## src/rtl/cache_arbiter.sv

```systemverilog
// Cache arbiter: shares one burst-oriented memory port between an I-cache and
// a D-cache. Each requester moves whole lines; the memory side moves them as
// BURST_LEN beats of BEAT_W bits. Ties alternate, starting with the D-cache.
module cache_arbiter #(
    parameter int BEAT_W    = 64,
    parameter int BURST_LEN = 4
) (
    input  logic                        clk,
    input  logic                        rst,

    input  logic                        i_read,
    input  logic                        i_write,
    input  logic [31:0]                 i_address,
    input  logic [BEAT_W*BURST_LEN-1:0] i_wdata,
    output logic [BEAT_W*BURST_LEN-1:0] i_rdata,
    output logic                        i_resp,

    input  logic                        d_read,
    input  logic                        d_write,
    input  logic [31:0]                 d_address,
    input  logic [BEAT_W*BURST_LEN-1:0] d_wdata,
    output logic [BEAT_W*BURST_LEN-1:0] d_rdata,
    output logic                        d_resp,

    output logic                        pmem_read,
    output logic                        pmem_write,
    output logic [31:0]                 pmem_address,
    output logic [BEAT_W-1:0]           pmem_wdata,
    input  logic [BEAT_W-1:0]           pmem_rdata,
    input  logic                        pmem_resp
);

    localparam int LINE_W = BEAT_W * BURST_LEN;
    localparam int CNT_W  = (BURST_LEN > 1) ? $clog2(BURST_LEN) : 1;
    localparam logic [CNT_W-1:0] BEAT_LAST = CNT_W'(BURST_LEN - 1);

    localparam logic [2:0] ST_IDLE  = 3'd0;
    localparam logic [2:0] ST_GRANT = 3'd1;
    localparam logic [2:0] ST_READ  = 3'd2;
    localparam logic [2:0] ST_WRITE = 3'd3;
    localparam logic [2:0] ST_DONE  = 3'd4;

    logic [2:0]        state;
    logic [CNT_W-1:0]  beat;
    logic              grant_d;       // 1: current transaction belongs to the D-cache
    logic              last_grant_d;  // 1: previous completed transaction was the D-cache
    logic              op_write;
    logic [31:0]       addr_q;
    logic [LINE_W-1:0] wdata_q;
    logic [LINE_W-1:0] line_buf;

    logic i_pend;
    logic d_pend;
    logic pick_d;

    assign i_pend = i_read | i_write;
    assign d_pend = d_read | d_write;

    // Arbitration: a lone requester wins; on a tie the one not served last wins.
    always_comb begin
        // NOTE: default first so every path assigns pick_d and no latch is inferred.
        pick_d = 1'b0;
        if (i_pend && d_pend) begin
            pick_d = ~last_grant_d;
        end else begin
            pick_d = d_pend;
        end
    end

    // Control FSM: sequencing, beat counting and the registered memory commands.
    always_ff @(posedge clk or posedge rst) begin
        if (rst) begin
            state        <= ST_IDLE;
            beat         <= '0;
            grant_d      <= 1'b0;
            last_grant_d <= 1'b0;
            pmem_read    <= 1'b0;
            pmem_write   <= 1'b0;
        end else begin
            // NOTE: non-blocking updates so every register sees pre-edge values.
            case (state)
                ST_IDLE: begin
                    if (i_pend || d_pend) begin
                        grant_d <= pick_d;
                        beat    <= '0;
                        state   <= ST_GRANT;
                    end
                end
                ST_GRANT: begin
                    pmem_write <= op_write;
                    pmem_read  <= ~op_write;
                    state      <= op_write ? ST_WRITE : ST_READ;
                end
                ST_READ, ST_WRITE: begin
                    if (pmem_resp) begin
                        if (beat == BEAT_LAST) begin
                            beat       <= '0;
                            pmem_read  <= 1'b0;
                            pmem_write <= 1'b0;
                            state      <= ST_DONE;
                        end else begin
                            beat <= beat + 1'b1;
                        end
                    end
                end
                ST_DONE: begin
                    last_grant_d <= grant_d;
                    state        <= ST_IDLE;
                end
                default: begin
                    state <= ST_IDLE;
                end
            endcase
        end
    end

    // Datapath: capture the winner's request at grant, assemble read beats into the line.
    always_ff @(posedge clk or posedge rst) begin
        if (rst) begin
            op_write <= 1'b0;
            addr_q   <= '0;
            wdata_q  <= '0;
            // NOTE: the line buffer is reset because it is visible on rdata after reset.
            line_buf <= '0;
        end else begin
            if (state == ST_IDLE && (i_pend || d_pend)) begin
                addr_q   <= pick_d ? d_address : i_address;
                wdata_q  <= pick_d ? d_wdata   : i_wdata;
                op_write <= pick_d ? d_write   : i_write;
            end
            if (state == ST_READ && pmem_resp) begin
                line_buf[beat*BEAT_W +: BEAT_W] <= pmem_rdata;
            end
        end
    end

    assign pmem_address = addr_q & 32'hFFFF_FFE0;
    assign pmem_wdata   = wdata_q[beat*BEAT_W +: BEAT_W];

    assign i_resp  = (state == ST_DONE) && !grant_d;
    assign d_resp  = (state == ST_DONE) &&  grant_d;
    assign i_rdata = line_buf;
    assign d_rdata = line_buf;

endmodule

```

## config.mk

```make
export PLATFORM = sky130hd
export DESIGN_NAME = cache_arbiter
export DESIGN_NICKNAME = d
export VERILOG_FILES = /design/src/rtl/cache_arbiter.sv
export SDC_FILE = /design/constraint.sdc
export NUM_CORES = 1
export LEC_CHECK = 0
export CAP_MARGIN = 20
export CORE_AREA = 2 2 497 499
export DETAILED_ROUTE_END_ITERATION = 12
export DIE_AREA = 0 0 499 501
export GPL_ROUTABILITY_DRIVEN = 1
export PLACE_DENSITY_LB_ADDON = 0.25
export REMOVE_ABC_BUFFERS = 1
export SYNTH_ARGS = -nofsm -noshare
export SYNTH_HDL_FRONTEND = slang
export SYNTH_SLANG_ARGS = --single-unit
```

## constraint.sdc

```tcl
create_clock -name clk -period 39.7 [get_ports clk]
set_input_delay 7.94 -clock clk [delete_from_list [all_inputs] [get_ports clk]]
set_output_delay 7.94 -clock clk [all_outputs]
set_load 0.01 [all_outputs]
```

* After elaboration in Yosys (flattened, before gate mapping) *
Index checks and enable logic that the tools add are counted.

operators by class
  $add $sub $neg = 2
  eq/ne operators = 8
  shift operators = 3
  muxes and demuxes = 18
  bitwise operators = 4
  reduce and logical (&&, ||, !) cells = 15

operators by type and width
  operator                   count
  $bwmux 256                 1
  $mux 256                   1
  $shift 64x34->256 const A  1
  $shiftx 256x9->64          1
  $shiftx 64x34->256         1
  $neg 8->34                 1
  $mux 32                    1
  $mux 3                     3
  $pmux 3 s3                 1
  $reduce_and 3->1           3
  $eq 3x2->1 const B         2
  $mux 2                     3
  $logic_and 1x1->1          5
  $mux 1                     5
  $ne 2x2->1 const B         2
  $pmux 1 s2                 2
  $pmux 2 s2                 1
  $reduce_bool 2->1          2
  $eq 3x1->1 const B         1
  $eq 3x3->1 const B         1
  $logic_not 3->1            1
  $add 2x1->2 const B        1
  $eq 2x2->1 const B         1
  $ne 2x1->1 const B         1
  other kinds (6)            8

word-level totals
  flip-flop bits (word level) = 554
  input bits = 647
  output and inout port bits = 612
  logic and storage cells = 60

* Logic depth before layout (Yosys ltp) *
Gate-level depths: netlist (run 1).

  word-level depth = 4
  gate-level depth with buffers = 9
  gate-level depth less buffers = 5

* Worst setup path before layout (run 1) *
No wires, ideal clock.

  path kind = reg2out
  start point = reg beat[0]
  end point = out pmem_wdata[0]
  arrival time = 1.713 ns
  required time = 31.760 ns
  slack = 30.047 ns
  stages on the path, launching flop included = 5
  buffers on the path = 3
  path through = dfrtp_1 -> buf_2 -> buf_2 -> buf_2 -> mux4_2

between the ends
  longest elaborated chain between the ends = 1

ends and longest elaborated chain
  item                    RTL line  text
  from (decl)             44        logic [CNT_W-1:0] beat;
  from (signal assigned)  102       beat <= beat + 1'b1;
  $shiftx 256x9->64       138       assign pmem_wdata = wdata_q[beat*BEAT_W +: BEAT_W];
  to (decl)               28        output logic [BEAT_W-1:0] pmem_wdata,

No other way between the ends.

* Final worst setup path (run 1) *
  start point = reg beat[0]
  end point = out pmem_wdata[42]

The elaborated chain is that of the path after synthesis.

==> flow_summary.ini, run 1 <==
[synthesis]
syn_area_mm2 = 0.02939
synth.most_common_cell = dfrtp_1
synthTopCellsByCount = 549 x dfrtp_1, 492 x o21ai_0, 285 x a21oi_1, 285 x nand3b_1, 283 x a31oi_1
synthDistinctLibCells = 42
ys_ff_latch = 549
synth.largest_area_cell = dfrtp_1
synth.top_cell.area_share_pct = 46.75
yosys_warnings = 0
syn_area_per_cell_um2 = 9.542
synth_area_leaders = dfrtp_1 47%, o21ai_0 8.4%, nand3b_1 7.3%
synth_flop_cell = dfrtp_1
postSynthCellCount = 3080
synth_async_sr_flop_share_pct = 100.0
synth_edf_count = 0
synth-seq-area-share_pct = 46.75

[placed_design]
gp_congestion = 0.8192
io_buffers = 1243
dp_hpwl_um = 136600
dpl-instance-area_mm2 = 0.04300

[final_layout]
utilization_pct = 18.67
nets = 4515
multiInputGateArea_mm2 = 0.01152
fillCellCount = 27090
final_cell_area_mm2 = 0.04569
syn2layout_area_growth_pct = 55.47
final-seq-area_mm2 = 0.01375
drive_gt1_share_pct = 6.662

[pwr]
comb_power_share_pct = 48.8
swShare_pct = 41.78
vdd_ir_drop_max_uv = 32.31
p_seq_share_pct = 30.8
power.total_mw = 3.615
clockPowerShare_pct = 20.4
pwr_density_cell_mw_per_mm2 = 79.12
p_switching_mw = 1.511
p_int_mw = 2.105
power.leakage_nw = 16.30

[clocking]
clk_latency_ps = 690
cts_resized = 0
cts_made_buffers = 78
cts_buffer_depth = 3
ctsHoldBuffers = 0
clkSlewWorstSetupHoldPaths_ps = 60
htreeDepth = 3
cts_setup_buffers = 0
cts_root_buffer = clkbuf_16
cts.sinks = 549
cts_tree = done

[worst_setup_path]
path_max_fanout = 29
critical_path_class = flip-flop to primary output
worst_ep_arrival_time_ps = 3850
path_cells = buf_4, buf_4, mux4_2, clkdlybuf4s50_1
cp.required_ps = 31760
critPathCaptureType = primary output
r2r-end = d_rdata[222]
r2r_cells = 7
reg2reg_from = beat[0]
crit_top_cell = buf_4
worstSetupStartpoint = beat[0]
cp-endpoint = pmem_wdata[42]
critPathLaunchType = flip-flop
critPathSlowestCell = dfrtp_4
critPathMaxStageDelay_ps = 700
regToRegSetupSlack_ps = 35570

[drt]
via_per_inst = 3.964
drt_wl_total_um = 183500
vias = 28360
wl_per_cell_um = 25.65
ant_nets = 0
drc_errors = 0
drtIter0Drc = 1639
firstDrtPassIters = 5

[timing]
slew_violations = 0
setup_viol = 0
max_slew_margin_pct = 24.01
finalCritPeriodShare_pct = 29.70
hold_viol_final = 0
min_period_ps = 11790
rsz0062_at_grt = no
tns_ps = 0
fmax_mhz = 84.81
tightest_slew_ps = 1139
skew_ps = 43.31

[floorplanning]
io_pins = 1259
fp.coreArea_mm2 = 0.2448
dieArea_mm2 = 0.2500
chipHeight_um = 501
initial_core_util_pct = 12.01
die_w_um = 499
rows = 182

[global_routing]
grtUsageTotal_pct = 14.10
antenna_found_initial = 41
grt_pass1_wl_um = 249700
grt_overflow_total = 0
grt_pass1_vias = 29240
grt_start_max_net_pins = 184

[run]
drv_cap = 0

[min_path]
whs_path_depth = 1
hold_path_startpoint = grant_d
hold_class = flip-flop to flip-flop

[run_status]
outcome = complete, no violations
[metal layers]
| metal | wire length, µm | GRT usage (%) | vias up |
|---|---|---|---|
| met2 | 95850 | 25.81 | 1224 |
| met5 | 202 | 0 | - |
| met1 | 65960 | 14.79 | 14300 |
| met4 | 7811 | 6.276 | 30 |
| li1 | - | - | 12570 |
| met3 | 13690 | 4.204 | 233 |
[flip-flops by register name, indices dropped and copies added (netlist names), 2 cells and up]
name	count
state	3
addr_q	27
d_rdata	256
beat	2
wdata_q	256
[placed cells by master, fill, tap and decap left out, types with 46 or more instances in the layout]
cell / instances
clkdlybuf4s50_1: 1243
dfrtp_1: 547
o21ai_0: 492
nand3b_1: 285
a21oi_1: 285
a31oi_1: 283
inv_1: 212
nand4_1: 208
clkbuf_16: 78
mux4_2: 64
a22o_1: 49
buf_4: 46
[cells by family after synthesis]
family	share of synthesized area, %
other	0.01276
adder cells (fa/ha/maj)	0.2554
multiplexers	4.977
buffers and inverters	14.56
flip-flops	46.75
AND/OR/NAND/NOR	12.44
AO/OA/AOI/OAI	21.01
[power groups by stage]
stage          logic [mW]  clock network [mW]  registers (mW)
6_report             1.77               0.736            1.11
2_1_floorplan       0.599                   0            1.12
3_3_place_gp         1.80                   0            1.12
5_1_grt              1.89               0.787            1.14
3_5_place_dp         1.80                   0            1.13
4_1_cts              1.81               0.770            1.12
[critical path: cells and delay by family (launching register included)]
family   cells  cell delay (ps)
flops        1              700
buf+inv      3             1700
mux          1              680
[layout make-up]
class	instances	share of cell area, %
repair buffers	1296	28.31
flip-flops and latches	549	30.08
multi-input cells	1724	25.21
well taps	3220	8.817
clock buffers	112	4.923
diodes	16	0.08763
clock inverters	24	0.8023
inverters	213	1.766
[through the flow]
stage                     worst slack [ps]  std cells  hold WS, ps
after global routing                 27550       7151        565.4
final                                27910       7154        531.1
after floorplan                      16410       2486        496.5
after CTS                            27550       7136        532.1
after detailed placement             27400       7000        519.8
after global placement               27430       7000        516.8
[worst min path at each step]
stage                         to  slack (ps)
floorplan                grant_d         500
CTS                      grant_d         530
detailed placement       grant_d         520
finish                   grant_d         530
global route        d_rdata[192]         570
global placement         grant_d         520
Power figures use the tool's default switching activity.
==> run 2: changes to the inputs <==
- CORE_AREA: 2 2 497 499 -> 2 2 485 487
- DIE_AREA: 0 0 499 501 -> 0 0 487 489
- clock period: 39.7 -> 9.56 ns (I/O delays scaled with it)
==> run 2 against run 1 <==
Setup slack got worse by 24000 ps. First-iteration DRC count is 2.7% higher. Clock skew down 9.3 ps. Count of clock-buffer cells in the layout rose by 6. Critical path type unchanged. Critical endpoint is now pmem_wdata[9].
==> flow_summary.ini, run 2 (synthesis results as in run 1) <==
[worst_setup_path]
r2r-end = d_rdata[157]
critPathLaunchType = flip-flop
crit_family = buffers and inverters
path_cells = buf_12, buf_4, mux4_2, clkdlybuf4s50_1
critPathMaxStageDelay_ps = 660
path_max_fanout = 39
regToRegSetupSlack_ps = 5850
critPathCaptureType = primary output
critical_path_class = flip-flop to primary output
worst_ep_arrival_time_ps = 3710
r2r_cells = 5
cp.required_ps = 7650
reg2reg_from = state[2]
critPathSlowestCell = buf_4
path_buf_inv = 3

[floorplanning]
rows = 178
chipHeight_um = 489
dieArea_mm2 = 0.2381
fp.coreArea_mm2 = 0.2336
initial_core_util_pct = 12.58
die_w_um = 487
io_pins = 1259

[final_layout]
drive_gt1_share_pct = 6.796
syn2layout_area_growth_pct = 55.13
final_cell_area_mm2 = 0.04559
nets = 4518
fin_cells = 7007
final_cell_mix = 1243 x clkdlybuf4s50_1, 547 x dfrtp_1, 492 x o21ai_0
utilization_pct = 19.52
layout_commonest_cell = clkdlybuf4s50_1

[pwr]
power.total_mw = 15.09
pwr_density_cell_mw_per_mm2 = 331.0
vdd_ir_drop_max_uv = 150.8
p_switching_mw = 6.323
power.leakage_nw = 16.37
p_int_mw = 8.767
p_seq_share_pct = 29.9
clockPowerShare_pct = 20.4
swShare_pct = 41.90
comb_power_share_pct = 49.7

[placed_design]
dp_hpwl_um = 135200
dp_cells = 6845
gp_congestion = 0.8223
io_buffers = 1243
dpl-instance-area_mm2 = 0.04288

[run_status]
outcome = complete, no violations

[timing]
slew_violations = 0
tightest_slew_ps = 1239
rsz0062_at_grt = no
hold_viol_final = 0
min_period_ps = 5623
tns_ps = 0
fmax_mhz = 177.8
finalCritPeriodShare_pct = 58.82
skew_ps = 34.01
max_slew_margin_pct = 17.41
setup_viol = 0

[clocking]
cts_made_buffers = 77
cts_resized = 0
cts_tree = done
cts_buffer_depth = 3
htreeDepth = 3
clkSlewWorstSetupHoldPaths_ps = 60
clk_latency_ps = 680
cts.sinks = 549
cts_setup_buffers = 0
cts_root_buffer = clkbuf_16
ctsHoldBuffers = 0

[drt]
firstDrtPassIters = 5
wl_per_cell_um = 26.12
drt_wl_total_um = 183100
drc_errors = 0
ant_nets = 0
vias = 28440
drtIter0Drc = 1684
via_per_inst = 4.059

[global_routing]
grt_pass1_vias = 29040
grt_pass1_wl_um = 247500
grtUsageTotal_pct = 14.73
grt_overflow_total = 0
grt_start_max_net_pins = 165
antenna_found_initial = 45

[min_path]
hold_path_startpoint = d_rdata[204]
hold_end = d_rdata[204]
hold_class = flip-flop to flip-flop
whs_path_depth = 1

[run]
drv_cap = 0
run 2: cell types whose count changed in the layout (fill, tap and decap cells not counted), sizes merged:
cell and change:
clkinvlp -2, clkinv +3, buf +4, clkbuf +6, diode +2
run 2: cell type report:
cell class / instances / area [µm²]
Fill cell: 25740 / 188000
Sequential cell: 549 / 13750
Timing Repair Buffer: 1300 / 13010
Multi-Input combinational cell: 1724 / 11520
Tap cell: 3060 / 3829
Clock buffer: 118 / 2282
Inverter: 213 / 807.0
Clock inverter: 25 / 359.1
Antenna cell: 18 / 45.04
run 2: metal layers:
layer	vias to the layer above	routed length, µm	track usage (%)
met4	36	8077	6.549
met5	-	237	0
li1	12600	-	-
met2	1157	94190	26.52
met1	14370	67210	15.80
met3	278	13340	4.439
run 2: per-stage QoR:
stage,setup WS (ps),hold slack [ps]
floorplan,-7701,496.5
global placement,3876,522.5
detailed placement,3844,529.3
CTS,3675,542.5
global route,3679,557.3
finish,3937,538.7
run 2: power by group through the flow:
stage	clock network [mW]	logic [mW]	registers, mW
floorplan	0	2.49	4.65
global placement	0	7.65	4.53
detailed placement	0	7.65	4.56
CTS	3.20	7.68	4.54
global route	3.29	8.03	4.65
finish	3.08	7.49	4.52
run 2: worst register-to-register path: cells and delay by family, from the launching register on:
family / cells / cell delay, ps
buffers and inverters: 2 / 1390
AND/OR/NAND/NOR: 2 / 1370
AO/OA/AOI/OAI: 1 / 260
flip-flops: 1 / 530
run 2: worst max-delay path by stage:
stage | from | end | slack (ps) | depth (start not counted)
6_report | beat[0] | pmem_wdata[9] | 3940 | 4
5_1_grt | beat[0] | pmem_wdata[35] | 3680 | 4
4_1_cts | beat[0] | pmem_wdata[35] | 3680 | 4
3_5_place_dp | i_write | addr_q[10] | 3840 | 6
3_3_place_gp | i_write | addr_q[10] | 3880 | 6
2_1_floorplan | rst | addr_q[10] | -7700 | 1
